==> config.mk <==
export PLATFORM = sky130hd
export DESIGN_NAME = apb_master_arb_flat
export DESIGN_NICKNAME = d
export VERILOG_FILES = /design/src/rtl/apb_master_arb_if.sv /design/src/rtl/apb_master_arb.sv /design/src/flat_wrapper.sv
export SDC_FILE = /design/constraint.sdc
export NUM_CORES = 1
export LEC_CHECK = 0
export ABC_AREA = 0
export CORE_AREA = 2 2 155 157
export CTS_BUF_LIST = sky130_fd_sc_hd__clkbuf_4 sky130_fd_sc_hd__clkbuf_8
export DETAILED_ROUTE_END_ITERATION = 10
export DIE_AREA = 0 0 157 159
export GPL_TIMING_DRIVEN = 1
export PLACE_DENSITY = 0.66
export SLEW_MARGIN = 20
export SYNTH_ARGS = -nofsm -noshare
export SYNTH_HDL_FRONTEND = slang
export SYNTH_SLANG_ARGS = --single-unit
==> constraint.sdc <==
create_clock -name clk -period 9.7 [get_ports clk]
set_input_delay 1.94 -clock clk [delete_from_list [all_inputs] [get_ports clk]]
set_output_delay 1.94 -clock clk [all_outputs]
set_load 0.005 [all_outputs]
==> src/rtl/apb_master_arb_if.sv <==
// APB3 bus bundle between apb_master_arb (master side) and the slave fabric.
interface apb_master_arb_if #(
    parameter int AW = 32,
    parameter int DW = 32
);
    logic          psel;
    logic          penable;
    logic          pwrite;
    logic [AW-1:0] paddr;
    logic [DW-1:0] pwdata;
    logic [DW-1:0] prdata;
    logic          pready;
    logic          pslverr;

    modport master (
        output psel, penable, pwrite, paddr, pwdata,
        input  prdata, pready, pslverr
    );

    modport slave (
        input  psel, penable, pwrite, paddr, pwdata,
        output prdata, pready, pslverr
    );
endinterface

==> src/rtl/apb_master_arb.sv <==
// Round-robin arbiter sharing one APB3 bus between NREQ requesters, one transfer at a time.
// Optional ACCESS-phase watchdog enabled with macro APB_ARB_TIMEOUT_EN.
module apb_master_arb #(
    parameter int NREQ    = 4,
    parameter int AW      = 32,
    parameter int DW      = 32,
    parameter int TIMEOUT = 16
) (
    input  logic               clk,
    input  logic               rst,
    input  logic [NREQ-1:0]    req,
    input  logic [NREQ*AW-1:0] req_addr,
    input  logic [NREQ-1:0]    req_write,
    input  logic [NREQ*DW-1:0] req_wdata,
    output logic [NREQ-1:0]    done,
    output logic [DW-1:0]      rdata,
    output logic               err,
    apb_master_arb_if.master   apb
);
    localparam int GW = $clog2(NREQ);

    typedef enum logic [1:0] {
        IDLE   = 2'd0,
        SETUP  = 2'd1,
        ACCESS = 2'd2
    } state_t;

    state_t          state_r;
    state_t          next_state_s;
    logic [GW-1:0]   last_grant_r;
    logic [GW-1:0]   grant_r;
    logic [GW-1:0]   win_idx_s;
    logic [GW-1:0]   cand_s;
    logic            win_valid_s;
    logic            complete_s;
    logic            timeout_s;
    logic [NREQ-1:0] eligible_s;
    logic [NREQ-1:0] done_r;
    logic            psel_r;
    logic            penable_r;
    logic            pwrite_r;
    logic [AW-1:0]   paddr_r;
    logic [DW-1:0]   pwdata_r;
    logic [DW-1:0]   rdata_r;
    logic            err_r;

    // A requester whose done is high this cycle is masked so it cannot be re-granted stale.
    assign eligible_s = req & ~done_r;

    // Round-robin search beginning one past the last grant, wrapping at NREQ-1.
    always_comb begin
        win_valid_s = 1'b0;
        win_idx_s   = {GW{1'b0}};
        cand_s      = last_grant_r;
        for (int k = 0; k < NREQ; k++) begin
            if (cand_s == GW'(NREQ - 1)) begin
                cand_s = {GW{1'b0}};
            end else begin
                cand_s = cand_s + GW'(1);
            end
            if (!win_valid_s && eligible_s[cand_s]) begin
                win_valid_s = 1'b1;
                win_idx_s   = cand_s;
            end else begin
                win_valid_s = win_valid_s;
            end
        end
    end

`ifdef APB_ARB_TIMEOUT_EN
    localparam int TW = $clog2(TIMEOUT + 1);
    logic [TW-1:0] tcnt_r;

    // Fires in the TIMEOUT-th consecutive ACCESS cycle with pready still low.
    assign timeout_s = (state_r == ACCESS) && !apb.pready && (tcnt_r == TW'(TIMEOUT - 1));

    // Wait-state counter, restarted for every transfer in SETUP.
    always_ff @(posedge clk or posedge rst) begin
        if (rst) begin
            tcnt_r <= {TW{1'b0}};
        end else if (state_r == SETUP) begin
            tcnt_r <= {TW{1'b0}};
        end else if (state_r == ACCESS && !apb.pready) begin
            tcnt_r <= tcnt_r + TW'(1);
        end else begin
            tcnt_r <= tcnt_r;
        end
    end
`else
    // Watchdog compiled out: ACCESS waits on pready indefinitely.
    assign timeout_s = (TIMEOUT < 0);
`endif

    // Next-state decode for the IDLE/SETUP/ACCESS phase sequencer.
    always_comb begin
        next_state_s = state_r;
        complete_s   = 1'b0;
        case (state_r)
            IDLE: begin
                if (win_valid_s) begin
                    next_state_s = SETUP;
                end else begin
                    next_state_s = IDLE;
                end
            end
            SETUP: begin
                next_state_s = ACCESS;
            end
            ACCESS: begin
                if (apb.pready || timeout_s) begin
                    next_state_s = IDLE;
                    complete_s   = 1'b1;
                end else begin
                    next_state_s = ACCESS;
                end
            end
            default: begin
                next_state_s = IDLE;
            end
        endcase
    end

    // Phase state register.
    always_ff @(posedge clk or posedge rst) begin
        if (rst) begin
            state_r <= IDLE;
        end else begin
            state_r <= next_state_s;
        end
    end

    // Bus outputs, grant capture at the arbitration point, and completion reporting.
    always_ff @(posedge clk or posedge rst) begin
        if (rst) begin
            last_grant_r <= GW'(NREQ - 1);
            grant_r      <= {GW{1'b0}};
            psel_r       <= 1'b0;
            penable_r    <= 1'b0;
            pwrite_r     <= 1'b0;
            paddr_r      <= {AW{1'b0}};
            pwdata_r     <= {DW{1'b0}};
            done_r       <= {NREQ{1'b0}};
            rdata_r      <= {DW{1'b0}};
            err_r        <= 1'b0;
        end else begin
            psel_r    <= (next_state_s != IDLE);
            penable_r <= (next_state_s == ACCESS);
            done_r    <= {NREQ{1'b0}};
            if (state_r == IDLE && win_valid_s) begin
                grant_r      <= win_idx_s;
                last_grant_r <= win_idx_s;
                paddr_r      <= req_addr[win_idx_s*AW +: AW];
                pwrite_r     <= req_write[win_idx_s];
                pwdata_r     <= req_write[win_idx_s] ? req_wdata[win_idx_s*DW +: DW] : {DW{1'b0}};
            end
            if (complete_s) begin
                done_r[grant_r] <= 1'b1;
                if (timeout_s) begin
                    rdata_r <= {DW{1'b0}};
                    err_r   <= 1'b1;
                end else begin
                    rdata_r <= pwrite_r ? {DW{1'b0}} : apb.prdata;
                    err_r   <= apb.pslverr;
                end
            end
        end
    end

    assign apb.psel    = psel_r;
    assign apb.penable = penable_r;
    assign apb.pwrite  = pwrite_r;
    assign apb.paddr   = paddr_r;
    assign apb.pwdata  = pwdata_r;
    assign done        = done_r;
    assign rdata       = rdata_r;
    assign err         = err_r;
endmodule

==> src/flat_wrapper.sv <==
// flat-port wrapper written by rule: the top's interface ports become plain ports
module apb_master_arb_flat 
#(
    parameter int NREQ    = 4,
    parameter int AW      = 32,
    parameter int DW      = 32,
    parameter int TIMEOUT = 16
)
  (clk, rst, req, req_addr, req_write, req_wdata, done, rdata, err, apb_psel, apb_penable, apb_pwrite, apb_paddr, apb_pwdata, apb_prdata, apb_pready, apb_pslverr);
  apb_master_arb_if #(.AW(AW), .DW(DW)) apb_i ();
  input  logic clk;
  input  logic rst;
  input  logic [NREQ-1:0] req;
  input  logic [NREQ*AW-1:0] req_addr;
  input  logic [NREQ-1:0] req_write;
  input  logic [NREQ*DW-1:0] req_wdata;
  output logic [NREQ-1:0] done;
  output logic [DW-1:0] rdata;
  output logic err;
  output wire logic [$bits(apb_i.psel)-1:0] apb_psel;
  output wire logic [$bits(apb_i.penable)-1:0] apb_penable;
  output wire logic [$bits(apb_i.pwrite)-1:0] apb_pwrite;
  output wire logic [$bits(apb_i.paddr)-1:0] apb_paddr;
  output wire logic [$bits(apb_i.pwdata)-1:0] apb_pwdata;
  input wire logic [$bits(apb_i.prdata)-1:0] apb_prdata;
  input wire logic [$bits(apb_i.pready)-1:0] apb_pready;
  input wire logic [$bits(apb_i.pslverr)-1:0] apb_pslverr;
  assign apb_psel = apb_i.psel;
  assign apb_penable = apb_i.penable;
  assign apb_pwrite = apb_i.pwrite;
  assign apb_paddr = apb_i.paddr;
  assign apb_pwdata = apb_i.pwdata;
  assign apb_i.prdata = apb_prdata;
  assign apb_i.pready = apb_pready;
  assign apb_i.pslverr = apb_pslverr;
  apb_master_arb #(.NREQ(NREQ), .AW(AW), .DW(DW), .TIMEOUT(TIMEOUT)) u_core (.clk(clk), .rst(rst), .req(req), .req_addr(req_addr), .req_write(req_write), .req_wdata(req_wdata), .done(done), .rdata(rdata), .err(err), .apb(apb_i));
endmodule
## Word level (Yosys, flattened, before mapping)

Index checks and enable logic that the tools add are counted.

| word-level totals | value |
|---|---|
| register bits after elaboration | 110 |
| output and inout port bits | 104 |
| logic and storage cells | 75 |

| cells by class | value |
|---|---|
| add/sub/neg operators | 4 |
| magnitude comparators | 7 |
| equality and inequality tests | 7 |
| shift operators | 2 |
| mux-type cells | 32 |
| bitwise gates (word level) | 2 |
| reductions and logical operators | 10 |

Operators with widths:

| kind | count |
|---|---|
| $shiftx A128 B8 Y32 | 2 |
| $mux W32 | 2 |
| $lt A2 B3 Y1 const B | 6 |
| $mux W2 | 9 |
| $mux W1 | 13 |
| $eq A2 B2 Y1 const B | 6 |
| $bmux W1 S2 | 5 |
| $add A2 B1 Y2 const B | 4 |
| $pmux W2 S3 | 1 |
| $logic_and A1 B1 Y1 | 5 |
| $and A4 B4 Y4 | 1 |
| $mux W4 | 1 |
| $not A4 Y4 | 1 |
| $logic_not A1 Y1 | 3 |
| $demux W1 S2 | 1 |
| $eq A2 B1 Y1 const B | 1 |
| $ge A2 B1 Y1 const B | 1 |
| $logic_not A2 Y1 | 1 |
| $reduce_bool A2 Y1 | 1 |

## Logic depth before layout (Yosys ltp)

| logic depth | value |
|---|---|
| depth after elaboration | 17 |
| mapped depth | 10 |

## Worst setup path before layout

Ideal clock, no wire load.

| path | value |
|---|---|
| path kind | in2reg |
| from | in req[3] |
| to | reg u_core.pwdata_r[0], in the netlist u_core.apb.pwdata[0] |
| library setup time | 0.126 ns |
| arrival time | 3.206 ns |
| data required time | 9.574 ns |
| path slack | 6.368 ns |
| stages | 9 |
| path buffers | 3 |
| cells stage by stage | nor2b_4 > o221ai_1 > a21o_1 > buf_6 > buf_6 > buf_6 > nand2_1 > nand2_1 > a221o_1 |

| between the ends | value |
|---|---|
| word-level cells in the longest chain between the ends | 16 |
| elaborated cells on any way between the ends | 28 |
| classes of those cells | 1 x shift; 19 x mux; 1 x bitwise; 7 x reduce/logical |

Ends and longest elaborated chain:

| item | RTL line | text |
|---|---|---|
| start: declaration | flat_wrapper.sv:13 | `input logic [NREQ-1:0] req;` |
| $and A4 B4 Y4 * | apb_master_arb.sv:48 | `assign eligible_s = req & ~done_r;` |
| branches (longest 15 deep; another with $bmux W1 S2) | n/a |  |
| end signal: assignment | apb_master_arb.sv:141 | `pwdata_r <= {DW{1'b0}};` |
| end signal: assignment | apb_master_arb.sv:154 | `pwdata_r <= req_write[win_idx_s] ? req_wdata[win_idx_s*DW +: DW] : {DW{1'b0}};` |
| end: declaration | apb_master_arb.sv:43 | `logic [DW-1:0] pwdata_r;` |

Every way passes the cells marked *. The select of a mux whose other input is x is not followed.
A chain may end at the register's enable or synchronous reset.

## Final worst setup path

| path | value |
|---|---|
| from | in req[0] |
| to | reg u_core.paddr_r[7], in the netlist u_core.apb.paddr[7] |

| between the ends | value |
|---|---|
| word-level cells in the longest chain between the ends | 14 |
| elaborated cells on any way between the ends | 25 |
| classes of those cells | 1 x shift; 16 x mux; 1 x bitwise; 7 x reduce/logical |

Ends and longest elaborated chain:

| item | RTL line | text |
|---|---|---|
| $and A4 B4 Y4 * | apb_master_arb.sv:48 |  |
| $bmux W1 S2 | apb_master_arb.sv:61 | `if (!win_valid_s && eligible_s[cand_s]) begin` |
| $mux W1 (implied by the code) | apb_master_arb.sv:61 |  |
| $mux W1 | apb_master_arb.sv:61 |  |
| $logic_not A1 Y1 | apb_master_arb.sv:61 |  |
| $logic_and A1 B1 Y1 | apb_master_arb.sv:61 |  |
| $mux W1 | apb_master_arb.sv:61 |  |
| $logic_not A1 Y1 | apb_master_arb.sv:61 |  |
| $logic_and A1 B1 Y1 | apb_master_arb.sv:61 |  |
| $mux W1 | apb_master_arb.sv:61 |  |
| $logic_not A1 Y1 | apb_master_arb.sv:61 |  |
| $logic_and A1 B1 Y1 | apb_master_arb.sv:61 |  |
| $mux W2 or $mux W1 (tied branches) | apb_master_arb.sv:61 |  |
| $shiftx A128 B8 Y32 or $logic_and A1 B1 Y1 (tied branches) | apb_master_arb.sv:152, apb_master_arb.sv:149 |  |
| end signal: assignment | apb_master_arb.sv:140 | `paddr_r <= {AW{1'b0}};` |
| end signal: assignment | apb_master_arb.sv:152 | `paddr_r <= req_addr[win_idx_s*AW +: AW];` |
| end: declaration | apb_master_arb.sv:42 | `logic [AW-1:0] paddr_r;` |

Every way passes the cells marked *; elsewhere a longest branch is shown, timed or not. The select of a mux whose other input is x is not followed.

==> results by stage <==
Synthesis:
- The largest total area in the synthesized netlist belongs to sky130_fd_sc_hd__dfrtp_1.
- Among all cell types in the netlist, the one instantiated most often is sky130_fd_sc_hd__nand2_1.
- The flip-flop cell with the highest count after synthesis is sky130_fd_sc_hd__dfrtp_1.
- Counting flops and latches in the post-synthesis netlist gives 110.
- The number of instances in the synthesized netlist is 672.
- Yosys mapped the design onto 38 distinct sky130hd cell types.
- The number of enable flip-flop cells after synthesis is 0.
- Yosys attributes the largest share of cell area to sky130_fd_sc_hd__dfrtp_1 (43%), sky130_fd_sc_hd__nand2_1 (10%), sky130_fd_sc_hd__mux2i_1 (10%), sky130_fd_sc_hd__a221o_1 (5.1%), sky130_fd_sc_hd__nand3_1 (5.1%).
- The Yosys warning count is 0.
- In this run the mean area of a mapped cell was 9.276 sq um.
- Synthesis produced a netlist with a net count of 973.
- In the synthesized netlist the async set-or-reset flop fraction comes to 100.0%.
- The sequential-to-total area share from yosys stat is 44.20%.
- After synthesis, the most frequently instantiated cells are sky130_fd_sc_hd__nand2_1 (174), sky130_fd_sc_hd__dfrtp_1 (108), sky130_fd_sc_hd__mux2i_1 (64), sky130_fd_sc_hd__nand3_1 (64), sky130_fd_sc_hd__nand2b_1 (36).
- The synthesized design devotes to its leading area cell type 43.36% of total area.
- The netlist area before placement is 6233 sq um.

GRT:
- The overall overflow remaining after global route is 0.
- Entering global routing, the biggest net connects 71 pins.
- In the global route stage, overall resource usage came out at 19.85%.
- The initial antenna violation count came to 3.
- The number of global-route vias before repair is 6,724.
- The global-route wire length before repair is 38.42 mm.

Pwr:
- The power density of the placed cells is 260.9 nW/um^2.
- The analysis attributes to cell leakage a power of 4.528 nW.
- The completed layout was analyzed and its total power is 2.761 mW.
- The sequential power share is 28.3%.
- The clock network accounts for 10.7% of the total power.
- The internal portion of the total power is 1.600 mW.
- The net switching power is 1.161 mW.
- The net switching fraction of the power is 42.04%.
- The proportion of power drawn by combinational gates is 61.0%.
- VDD sags by at most 0.0002154 V.

STA:
- The total count of max-transition violations in the final report was 0.
- The setup skew after layout is 0.01315 ns.
- The worst-margin pin slew is 1.078 ns.
- In the final timing run, aggregate negative setup slack is 0 ns.
- The setup violation total in the final timing report is 0.
- The final period utilization is 51.06%.
- Measured against its own limit, the worst slew margin works out to 27.95%.
- The final worst-path setup slack is 4.748 ns.
- The fmax is 201.9 MHz.
- The hold violation total from the final report came to 0.
- Setup repair after global routing left no endpoint under its margin.
- The final critical delay including setup and external delays is 4.952 ns.

Finish:
- The post-synthesis to final-layout area growth is 69.77%.
- The share of final-layout standard cells stronger than drive strength 1 is 5.967%.
- The count of fill cells added during filler insertion is 2,269.
- The multi-input combinational cells in the finished layout cover a total of 3112 sq um.
- The sequential cell area is 2755 sq um.
- In the final design database the tool counted 1,335 nets.

Clock network:
- The number of buffers inserted by post-CTS setup repair is 0.
- CTS saw 110 sinks.
- The H-tree level count is 3.
- The cell chosen for the clock root is sky130_fd_sc_hd__clkbuf_8.
- The CTS clock-pin slew for the worst setup and hold paths is 0.11 ns.
- The maximum clock insertion buffer count is 2.
- The number of gates resized after CTS was 0.
- The TritonCTS clock tree is yes.
- TritonCTS created 9 clock buffers.
- For this design, the CTS-stage hold fixing added 0 buffers.
- At the later pin of the worst-skew pair, clock insertion delay measures 0.40 ns.

Critical path:
- Data on the critical path is required at its endpoint by 9.94 ns.
- The category of the worst setup path launch point is an input port.
- The arrival time at the worst endpoint is 5.19 ns.
- Along the worst path, the maximum fanout reaches 59.
- The endpoint kind of the worst setup timing path is a register.
- The worst setup path is of the in -> reg kind.

Floorplan:
- The die is 159 microns tall.
- For this configuration, the core starts out at a cell density of 26.88%.
- The die area is 24,960 sq um.
- The floorplan step defined a core boundary enclosing 23,190 sq um.
- The die span in x is 157 microns.
- The top-level I/O count is 404.
- The number of cell rows is 56.

Placed design:
- Prior to clock tree synthesis, the placed netlist has a worst setup slack of 4.293 ns.
- The HPWL after detailed placement is 18.38 mm.
- Port buffering added 403 buffers.
- The congestion estimate from routability-driven global placement came to 0.8034.

Run status:
- The flow ran to the end, and the final reports show no timing, DRC or antenna violations.

Route:
- The count of antenna-violating nets left after detailed routing is 0.
- In the final routed layout, each cell accounts on average for 18.60 microns.
- The first detailed-routing pass took 4 iterations.
- The routed layout has 6,493 vias.
- In the routed design, unresolved DRC markers number 0.
- After the first detailed-routing iteration, the DRC count stood at 369.
- The detailed-route vias per instance is 4.774.
- Wires add up to 25.30 mm.

Flow run:
- The tool flagged a number of max-cap violations equal to 0.

Min path:
- The path class of the lowest-slack min-delay path is reg -> reg.
## metrics by stage
| step | std cells | hold WS [ns] | utilization [%] | cell area, sq um |
|---|---|---|---|---|
| 3_3_place_gp | 1342 | 0.4508 | 44.79 | 10390 |
| 3_5_place_dp | 1342 | 0.4565 | 44.79 | 10390 |
| 2_1_floorplan | 672 | 0.4412 | - | 6233 |
| 4_1_cts | 1358 | 0.4733 | 45.61 | 10580 |
| 6_report | 1360 | 0.4699 | 45.63 | 10580 |
| 5_1_grt | 1359 | 0.5121 | 45.62 | 10580 |
## area by class of cell
class	instances	share of cell area, %
inverters	4	0.1892
flip-flops and latches	110	26.03
clock inverters	6	0.4966
repair buffers	412	38.76
clock buffers	10	1.301
multi-input cells	497	29.40
diodes	2	0.04729
well taps	319	3.772
## placed cells by master, fill, tap and decap left out, drive strengths merged
cell           count
a221o             32
a211o              1
nand3b             2
a21o               1
buf                9
inv                6
diode              2
clkdlybuf4s50    403
clkbuf            10
nor2               4
mux2i             64
nor2b              3
nand2b            37
clkinv             3
clkinvlp           1
o22ai              1
o221ai            34
nand2            175
ha                 1
a311o              1
and3               1
a2111oi            1
nor3               3
mux2               2
dfstp              2
nor3b              1
nand3             64
dfrtp            108
o21ai             34
a21oi             35
## metal layers
metal	track usage [%]	share of wire, %
met3	5.090	8.9
met4	7.506	3.0
met5	0	0.043
met1	23.20	39
met2	34.65	49
## power groups by stage
stage / Sequential (mW) / Clock, mW / Combinational [mW]
detailed placement: 0.787 / 0 / 1.71
global placement: 0.783 / 0 / 1.68
floorplan: 0.789 / 0 / 1.01
finish: 0.781 / 0.295 / 1.69
global route: 0.806 / 0.321 / 1.84
CTS: 0.782 / 0.306 / 1.71
## final timing paths
kind                       cells past startpoint                     end  slack, ns              startpoint
setup / recovery                               8     u_core.apb.paddr[7]       4.75                  req[0]
min in group asynchronous                      2   u_core.apb.pwdata[26]       1.93                     rst
max in group asynchronous                      3   u_core.apb.pwdata[23]       6.37                     rst
hold reg to reg                                2  u_core.last_grant_r[1]       0.47  u_core.last_grant_r[1]
hold / removal                                 2  u_core.last_grant_r[1]       0.47  u_core.last_grant_r[1]
setup reg to reg                               8     u_core.apb.paddr[7]       6.05  u_core.last_grant_r[0]
## cells by family (layout without fill, tap and decap cells)
group,Yosys count,count (layout),share of synthesized area [%]
compound gates,140,140,17.60
fa+ha+maj,1,1,0.2007
buf+inv,65,432,6.202
flops,110,110,44.20
mux,66,66,10.64
other cells,0,2,0
simple gates,290,290,21.16
## sequential cells by signal (all words and copies together), names as in the netlist
register	flops
u_core.apb.paddr	32
u_core.apb.pwdata	32
u_core.rdata	32
u_core.done	4
u_core.grant_r	2
u_core.last_grant_r	2
u_core.state_r	2
u_core.apb.penable	1
u_core.apb.psel	1
u_core.apb.pwrite	1
u_core.err	1
## worst max-delay path: stages
cell and delay, ns:
sky130_fd_sc_hd__clkdlybuf4s50_1 0.47, sky130_fd_sc_hd__nand2b_1 0.11, sky130_fd_sc_hd__o221ai_1 0.41, sky130_fd_sc_hd__a21o_4 0.47
sky130_fd_sc_hd__buf_4 0.73, sky130_fd_sc_hd__buf_4 0.60, sky130_fd_sc_hd__mux2i_1 0.26, sky130_fd_sc_hd__o221ai_1 0.14
Power figures use the tool's default switching activity.
